**src/rtl/ecm_pkg.sv**
```systemverilog
// ecm_pkg: definitions shared across the ECM stage-1 blocks.
//   ECM_WORD_WIDTH     : default scalar SRAM word width
//   ECM_ADDR_WIDTH     : default scalar SRAM address width
//   ladder_seq_state_t : state encoding of ecm_ladder_seq, also visible on
//                        its dbg_state output
package ecm_pkg;

    localparam int ECM_WORD_WIDTH = 32;
    localparam int ECM_ADDR_WIDTH = 8;

    typedef enum logic [3:0] {
        LS_IDLE      = 4'd0,
        LS_RD        = 4'd1,
        LS_LOAD      = 4'd2,
        LS_SCAN      = 4'd3,
        LS_LAUNCH    = 4'd4,
        LS_STREAM    = 4'd5,
        LS_REFILL_RD = 4'd6,
        LS_REFILL_LD = 4'd7,
        LS_WAIT_LDR  = 4'd8,
        LS_FIN       = 4'd9
    } ladder_seq_state_t;

endpackage

```
**src/rtl/msb_finder.sv**
```systemverilog
// msb_finder: combinational priority encoder returning the index of the
// highest set bit of a word.
//   word : input word
//   pos  : index of the most significant 1 (0 when word is zero)
//   zero : 1 when word has no bit set
module msb_finder #(
    parameter int WIDTH = 32,
    localparam int PW   = (WIDTH > 1) ? $clog2(WIDTH) : 1
) (
    input  logic [WIDTH-1:0] word,
    output logic [PW-1:0]    pos,
    output logic             zero
);

    // Ascending scan: the last hit is the highest set bit.
    always_comb begin
        pos = '0;
        for (int i = 0; i < WIDTH; i++) begin
            if (word[i]) begin
                pos = PW'(i);
            end
        end
    end

    assign zero = ~|word;

endmodule

```
**src/rtl/ecm_ladder_seq.sv**
```systemverilog
// ecm_ladder_seq: feeds the scalar k, read MSW-first from the scalar SRAM,
// to one mont_ladder. Leading zeros and the leading one of k are stripped;
// the remaining bits are streamed over k_req/k_val/k_bit/k_last.
//
// Optional feature macro: ECM_LADDER_SEQ_PREFETCH_EN
//   defined   : a one-word prefetch buffer hides the refill bubble
//   undefined : words after the first are fetched via REFILL_RD/REFILL_LD
//
// Ports
//   clk, rst       : clock, synchronous active-high reset
//   start          : command pulse, honoured only while idle
//   k_base,k_words : address of the MSW of k, number of words (0 illegal)
//   busy,done,err  : status; err is valid with the done pulse
//   mem_rd,mem_addr,mem_rdata : scalar SRAM port, data 1 cycle after mem_rd
//   ladder_start,ladder_ready : ladder launch pulse / ladder completion pulse
//   k_req,k_val,k_bit,k_last  : bit handoff to the ladder
//   dbg_state      : current FSM state
//
// Bit handshake: a bit moves on a cycle where k_req and k_val are both high
// at the clock edge. k_val is a combinational function of k_req; the ladder
// drops k_req after each accepted bit, so each bit is handed over once.
module ecm_ladder_seq
    import ecm_pkg::*;
#(
    parameter int NUM_WIDTH  = 256,
    parameter int WORD_WIDTH = ECM_WORD_WIDTH,
    parameter int ADDR_WIDTH = ECM_ADDR_WIDTH
) (
    input  logic                  clk,
    input  logic                  rst,
    input  logic                  start,
    input  logic [ADDR_WIDTH-1:0] k_base,
    input  logic [ADDR_WIDTH-1:0] k_words,
    output logic                  busy,
    output logic                  done,
    output logic                  err,
    output logic                  mem_rd,
    output logic [ADDR_WIDTH-1:0] mem_addr,
    input  logic [WORD_WIDTH-1:0] mem_rdata,
    output logic                  ladder_start,
    input  logic                  ladder_ready,
    input  logic                  k_req,
    output logic                  k_val,
    output logic                  k_bit,
    output logic                  k_last,
    output logic [3:0]            dbg_state
);

    localparam int PTR_W = $clog2(WORD_WIDTH);

    // NUM_WIDTH belongs to the ladder; it is only sanity-checked here.
    if (NUM_WIDTH < 2 || WORD_WIDTH < 2 || (WORD_WIDTH & (WORD_WIDTH - 1)) != 0) begin : g_param_check
        $error("ecm_ladder_seq: WORD_WIDTH must be a power of two and NUM_WIDTH >= 2");
    end

    ladder_seq_state_t     r_state;
    logic [ADDR_WIDTH-1:0] r_addr;
    logic [ADDR_WIDTH-1:0] r_words_left;
    logic [WORD_WIDTH-1:0] r_cur_word;
    logic [PTR_W-1:0]      r_ptr;
    logic                  r_ptr_vld;
    logic                  r_err;

    logic [PTR_W-1:0]      w_pos;
    logic                  w_zero;
    logic                  w_stream;
    logic                  w_take;
    logic                  w_more;

    msb_finder #(.WIDTH(WORD_WIDTH)) u_msb_finder (
        .word (r_cur_word),
        .pos  (w_pos),
        .zero (w_zero)
    );

    assign w_stream = (r_state == LS_STREAM);

`ifdef ECM_LADDER_SEQ_PREFETCH_EN
    logic [WORD_WIDTH-1:0] r_nxt_word;
    logic                  r_nxt_vld;
    logic                  r_pf_pend;
    logic                  w_pf_issue;
    logic                  w_swap;

    // Fetch ahead once the ladder is being launched; one word in flight or
    // buffered at a time.
    assign w_pf_issue = ((r_state == LS_LAUNCH) || w_stream) && (r_words_left != '0)
                        && !r_nxt_vld && !r_pf_pend;
    // Words still to come include the buffered and the in-flight one.
    assign w_more     = (r_words_left != '0) || r_nxt_vld || r_pf_pend;
    // Current word runs out (now or already): take the buffered word in place.
    assign w_swap     = w_stream && r_nxt_vld
                        && (!r_ptr_vld || (w_take && (r_ptr == '0)));
    assign mem_rd     = (r_state == LS_RD) || w_pf_issue;
`else
    assign w_more     = (r_words_left != '0);
    assign mem_rd     = (r_state == LS_RD) || (r_state == LS_REFILL_RD);
`endif

    assign mem_addr     = mem_rd ? r_addr : '0;
    assign busy         = (r_state != LS_IDLE);
    assign done         = (r_state == LS_FIN);
    assign err          = done & r_err;
    assign ladder_start = (r_state == LS_LAUNCH);
    assign k_val        = w_stream & k_req & r_ptr_vld;
    assign k_bit        = w_stream & r_cur_word[r_ptr];
    assign k_last       = w_stream & r_ptr_vld & (r_ptr == '0) & !w_more;
    assign w_take       = k_val;
    assign dbg_state    = r_state;

    always_ff @(posedge clk) begin
        if (rst) begin
            r_state      <= LS_IDLE;
            r_addr       <= '0;
            r_words_left <= '0;
            r_cur_word   <= '0;
            r_ptr        <= '0;
            r_ptr_vld    <= 1'b0;
            r_err        <= 1'b0;
`ifdef ECM_LADDER_SEQ_PREFETCH_EN
            r_nxt_word   <= '0;
            r_nxt_vld    <= 1'b0;
            r_pf_pend    <= 1'b0;
`endif
        end else begin
            case (r_state)
                LS_IDLE: begin
                    if (start) begin
                        r_addr       <= k_base;
                        r_words_left <= k_words;
                        r_err        <= (k_words == '0);
                        r_state      <= (k_words == '0) ? LS_FIN : LS_RD;
                    end
                end
                LS_RD: begin
                    r_addr       <= r_addr + ADDR_WIDTH'(1);
                    r_words_left <= r_words_left - ADDR_WIDTH'(1);
                    r_state      <= LS_LOAD;
                end
                LS_LOAD: begin
                    r_cur_word <= mem_rdata;
                    r_state    <= LS_SCAN;
                end
                LS_SCAN: begin
                    if (w_zero) begin
                        if (r_words_left != '0) begin
                            r_state <= LS_RD;
                        end else begin
                            r_err   <= 1'b1;
                            r_state <= LS_FIN;
                        end
                    end else if ((w_pos == '0) && (r_words_left == '0)) begin
                        // k == 1: nothing left after the leading one
                        r_err   <= 1'b1;
                        r_state <= LS_FIN;
                    end else begin
                        // ptr_vld=0 when the leading one was bit 0: the
                        // stream starts with a refill.
                        r_ptr     <= w_pos - PTR_W'(1);
                        r_ptr_vld <= (w_pos != '0);
                        r_state   <= LS_LAUNCH;
                    end
                end
                LS_LAUNCH: begin
                    r_state <= LS_STREAM;
                end
                LS_STREAM: begin
                    if (w_take && k_last) begin
                        r_state <= LS_WAIT_LDR;
                    end else if (w_take && (r_ptr != '0)) begin
                        r_ptr <= r_ptr - PTR_W'(1);
                    end else begin
`ifdef ECM_LADDER_SEQ_PREFETCH_EN
                        if (w_swap) begin
                            r_cur_word <= r_nxt_word;
                            r_ptr      <= '1;
                            r_ptr_vld  <= 1'b1;
                        end else if (w_take) begin
                            r_ptr_vld  <= 1'b0;
                        end
`else
                        if (w_take) begin
                            r_ptr_vld <= 1'b0;
                        end else if (!r_ptr_vld && w_more) begin
                            r_state <= LS_REFILL_RD;
                        end
`endif
                    end
                end
`ifndef ECM_LADDER_SEQ_PREFETCH_EN
                LS_REFILL_RD: begin
                    r_addr       <= r_addr + ADDR_WIDTH'(1);
                    r_words_left <= r_words_left - ADDR_WIDTH'(1);
                    r_state      <= LS_REFILL_LD;
                end
                LS_REFILL_LD: begin
                    r_cur_word <= mem_rdata;
                    r_ptr      <= '1;
                    r_ptr_vld  <= 1'b1;
                    r_state    <= LS_STREAM;
                end
`endif
                LS_WAIT_LDR: begin
                    if (ladder_ready) begin
                        r_err   <= 1'b0;
                        r_state <= LS_FIN;
                    end
                end
                LS_FIN: begin
                    r_state <= LS_IDLE;
                end
                default: begin
                    r_state <= LS_IDLE;
                end
            endcase

`ifdef ECM_LADDER_SEQ_PREFETCH_EN
            // Prefetch pipeline runs beside the FSM; its address/count
            // updates never coincide with RD (different states).
            if (w_pf_issue) begin
                r_addr       <= r_addr + ADDR_WIDTH'(1);
                r_words_left <= r_words_left - ADDR_WIDTH'(1);
            end
            r_pf_pend <= w_pf_issue;
            if (r_pf_pend) begin
                r_nxt_word <= mem_rdata;
                r_nxt_vld  <= 1'b1;
            end else if (w_swap) begin
                r_nxt_vld  <= 1'b0;
            end
`endif
        end
    end

endmodule

```
**config.mk**
```make
export PLATFORM = sky130hd
export DESIGN_NAME = ecm_ladder_seq
export DESIGN_NICKNAME = d
export VERILOG_FILES = /design/src/rtl/ecm_pkg.sv /design/src/rtl/msb_finder.sv /design/src/rtl/ecm_ladder_seq.sv
export SDC_FILE = /design/constraint.sdc
export NUM_CORES = 1
export LEC_CHECK = 0
export ABC_AREA = 1
export ABC_CLOCK_PERIOD_IN_PS = 2700
export CAP_MARGIN = 20
export CORE_UTILIZATION = 42
export DETAILED_ROUTE_END_ITERATION = 16
export GPL_TIMING_DRIVEN = 0
export PLACE_DENSITY = 0.7
export SLEW_MARGIN = 20
export SYNTH_ARGS = -nofsm -noshare
export SYNTH_HDL_FRONTEND = slang
export SYNTH_SLANG_ARGS = --single-unit
```
**constraint.sdc**
```tcl
create_clock -name clk -period 2.7 [get_ports clk]
set_input_delay 0.54 -clock clk [delete_from_list [all_inputs] [get_ports clk]]
set_output_delay 0.54 -clock clk [all_outputs]
set_load 0.1 [all_outputs]
```
==> results.py <==
metrics = {
    "sta": {
        "setup_viol_count_final": 8,
        "final_period_minus_worst_setup_slack_ps": 2950,
        "number_of_max_slew_violations_in_the_final_report": 0,
        "worst_slew_margin_rel_pct": 35.5,
        "fin_worst_skew_ps": 8.15,
        "finalHoldViolCount": 0,
        "final.setup.worst_slack_ps": -246,
        "max_freq_ghz": 0.339,
        "fin_worst_hold_slack_ps": 484,
        "grt_setup_unrepaired": "yes",
        "worst_pin_slew_ps": 965,
        "setup_total_negative_slack_ps": -564,
        "final_cycle_utilization_of_the_critical_path_pct": 109,
    },
    "place": {
        "dpl-instance-area_um2": 4520,
        "place_hpwl_mm": 7.70,
        "buffer_ports.inserted": 71,
        "globalplace.congestion": 0.891,
    },
    "cells_and_area": {
        "most_used_cells_in_the_layout_excluding_fill_and_tap_cells": "nand2_1, a21oi_1, o21ai_1",
        "area_delta_synth_final_pct": 40.8,
        "mostFrequentLayoutCell": "nand2_1",
        "final_layout_size_suffix_gt1_share_pct": 21.0,
        "final_net_count": 724,
        "diodes": 0,
        "finish.instance_area_um2": 4990,
    },
    "synthesis": {
        "post_synth_instance_area_um2": 3540,
        "yosysWarnings": 0,
        "synth_fp_nets": 626,
        "post_synth_inst_count": 570,
        "yosysSeqAreaShare_pct": 33.3,
        "yosys_register_bits": 59,
        "synth.avg_cell_area_um2": 6.21,
        "netlist-cell-type-count": 36,
    },
    "die": {
        "die_width_um": 93.8,
        "floorplan.initialDensity_pct": 43.3,
        "floorplan.die_area_um2": 8810,
        "placement_rows": 33,
        "coreArea_um2": 8180,
        "top_ports": 73,
        "fp.dieH_um": 93.8,
    },
    "pwr": {
        "ir_worst_vdd_mv": 0.429,
        "net-switching-power_mw": 2.38,
        "cell_internal_pwr_mw": 2.64,
        "p_comb_share_pct": 58.2,
        "p_seq_share_pct": 24.4,
        "power_frac_clock_pct": 17.4,
        "swShare_pct": 47.4,
        "finalPower_mw": 5.02,
        "power_density_nw_per_um2": 1010,
        "power.leakage_nw": 2.09,
    },
    "drt": {
        "firstDrtPassIters": 5,
        "dr_total_vias": 4105,
        "maxUsedRoutingLayer": "met4",
        "route.detailed.drc": 0,
        "detail_route.wl_per_cell_um": 14.0,
        "routed_via_density": 5.28,
        "drt_first_iter_violations": 228,
        "dr_wl_met2_mm": 4.99,
        "routedLengthMet1_mm": 5.24,
        "drt.antenna.violating_nets": 0,
        "route.met3.wl_um": 462,
        "routed_wirelength_mm": 10.9,
    },
    "clock_tree": {
        "htree_num_levels": 3,
        "cts_root_buffer": "clkbuf_8",
        "cts_hold_buf": 0,
        "clkTransAtPathRegs_ps": 70,
        "clock_tree.buffer_depth": 2,
        "cts.sinks": 59,
        "insertion_delay_ps": 340,
        "cts_tree": "built",
        "numCtsBuffers": 9,
    },
    "critical_path": {
        "worst_setup_path_start_kind": "flop",
        "worst_ep_required_time_ps": 2980,
        "worstPathArrival_ps": 3220,
        "timing.critical_path.slowest_cell_delay_ps": 330,
        "ws_path_type": "reg2reg",
        "cp_max_fo": 2,
        "master_of_the_slowest_instance_on_the_critical_path": "dfxtp_2",
        "crit_family": "simple AND/OR/NAND/NOR gates",
        "crit_path_frequent_cell": "nand2_1",
        "critical_path.n_buffers_inverters": 2,
        "end_kind": "flop",
    },
    "grt": {
        "initial_antenna_violation_count": 0,
        "grt_remaining_overflow": 0,
        "global_route.usage.total_pct": 26.0,
        "wire_length_of_the_first_global_routing_pass_mm": 18.1,
        "pin_count_of_the_biggest_net_entering_global_routing": 11,
        "via_count_of_the_first_global_routing_pass": 3952,
    },
    "status": {
        "violations": "setup timing",
        "run_status": "finished with violations",
    },
    "hold_path": {
        "min-delay-path-class": "reg2reg",
    },
    "run": {
        "cap_viol_max_count": 0,
    },
}
-- synth_stat cells (all sizes together) --
cell type  instances  share of area (%)
xor2               3               0.74
a2111oi            1               0.25
inv               83                8.8
o211ai             3               0.64
a211oi             3               0.64
nor3              10                1.6
nand2            107                 12
xnor2              1               0.25
and2               1               0.18
o221ai             1               0.25
ha                 3                1.1
o21a               1               0.21
clkbuf            18                1.9
buf                2               0.46
clkinv             6               0.64
nor4              10                1.8
a311oi             1               0.25
a41oi              1               0.25
or2                2               0.35
nand4              1               0.35
o21ai             79                 11
dfxtp             59                 33
nand3             29                4.1
o22ai              2               0.35
o311ai             1               0.25
a22oi              1               0.21
a221oi             4               0.99
a21oi             76                 11
nor2              61                6.6
-- registers in the layout, summed over array words and instances, names as in the netlist --
signal and cells:
r_cur_word 32, r_addr 8, r_words_left 8, r_ptr 5, dbg_state 4, r_err 1
r_ptr_vld 1
-- logic make-up after synthesis --
group / Yosys count / share of synthesized area [%]
buf+inv: 109 / 11.8
fa+ha+maj: 3 / 1.06
xor+xnor: 4 / 0.989
flops: 59 / 33.3
simple gates: 221 / 26.5
compound gates: 174 / 26.3
-- metrics by stage --
stage	utilization, %	instances	setup WS (ps)
after floorplan	-	570	-269
after global placement	55.3	746	-960
after detailed placement	55.3	746	-1010
after CTS	58.5	765	-133
after global routing	61.0	777	-617
final	61.0	777	-246
-- what timing repair did --
action                     CTS  global route
gates cloned                 0             1
pin swaps                    8            22
resized for setup           83            46
buffers inserted             5            14
setup endpoints to repair   19            25
-- area by class of cell --
cell class              instances  area (um2)
clock inverters                 1        30.0
fillers                       771        3190
inverters                      89         335
repair buffers                 88         828
clock buffers                  14         183
flip-flops and latches         59        1190
plain buffers                  19        92.6
well taps                     105         131
multi-input cells             402        2190
-- power by group through the flow --
stage | sequential, mW | combinational (mW) | clock (mW)
finish | 1.23 | 2.92 | 0.875
global route | 1.25 | 3.25 | 0.923
CTS | 1.22 | 2.58 | 0.881
detailed placement | 1.23 | 2.40 | 0
global placement | 1.22 | 2.37 | 0
floorplan | 1.26 | 1.82 | 0
-- worst paths after layout --
kind,startpoint,to,slack (ps),cells past startpoint
worst min-delay path,r_cur_word[23],r_cur_word[23],480,2
worst min register to register,r_cur_word[23],r_cur_word[23],480,2
worst max-delay path,r_cur_word[2],r_ptr[4],-250,41
worst max register to register,r_cur_word[2],r_ptr[4],-250,41
-- worst reg2reg max path: cells and delay by family, from the launching register on --
kind / cells / cell delay [ps]
and+or+nand+nor: 36 / 2140
DFF: 1 / 330
AOI/OAI and AO/OA: 2 / 180
adders and majority gates: 1 / 140
buffers and inverters: 2 / 80
-- routing by layer --
layer | global-route usage, % | vias up
met4 | 12.2 | 0
li1 | - | 2098
met5 | 0 | -
met1 | 35.6 | 1866
met3 | 3.64 | 23
met2 | 40.0 | 118
(Power assumes the default switching activity.)
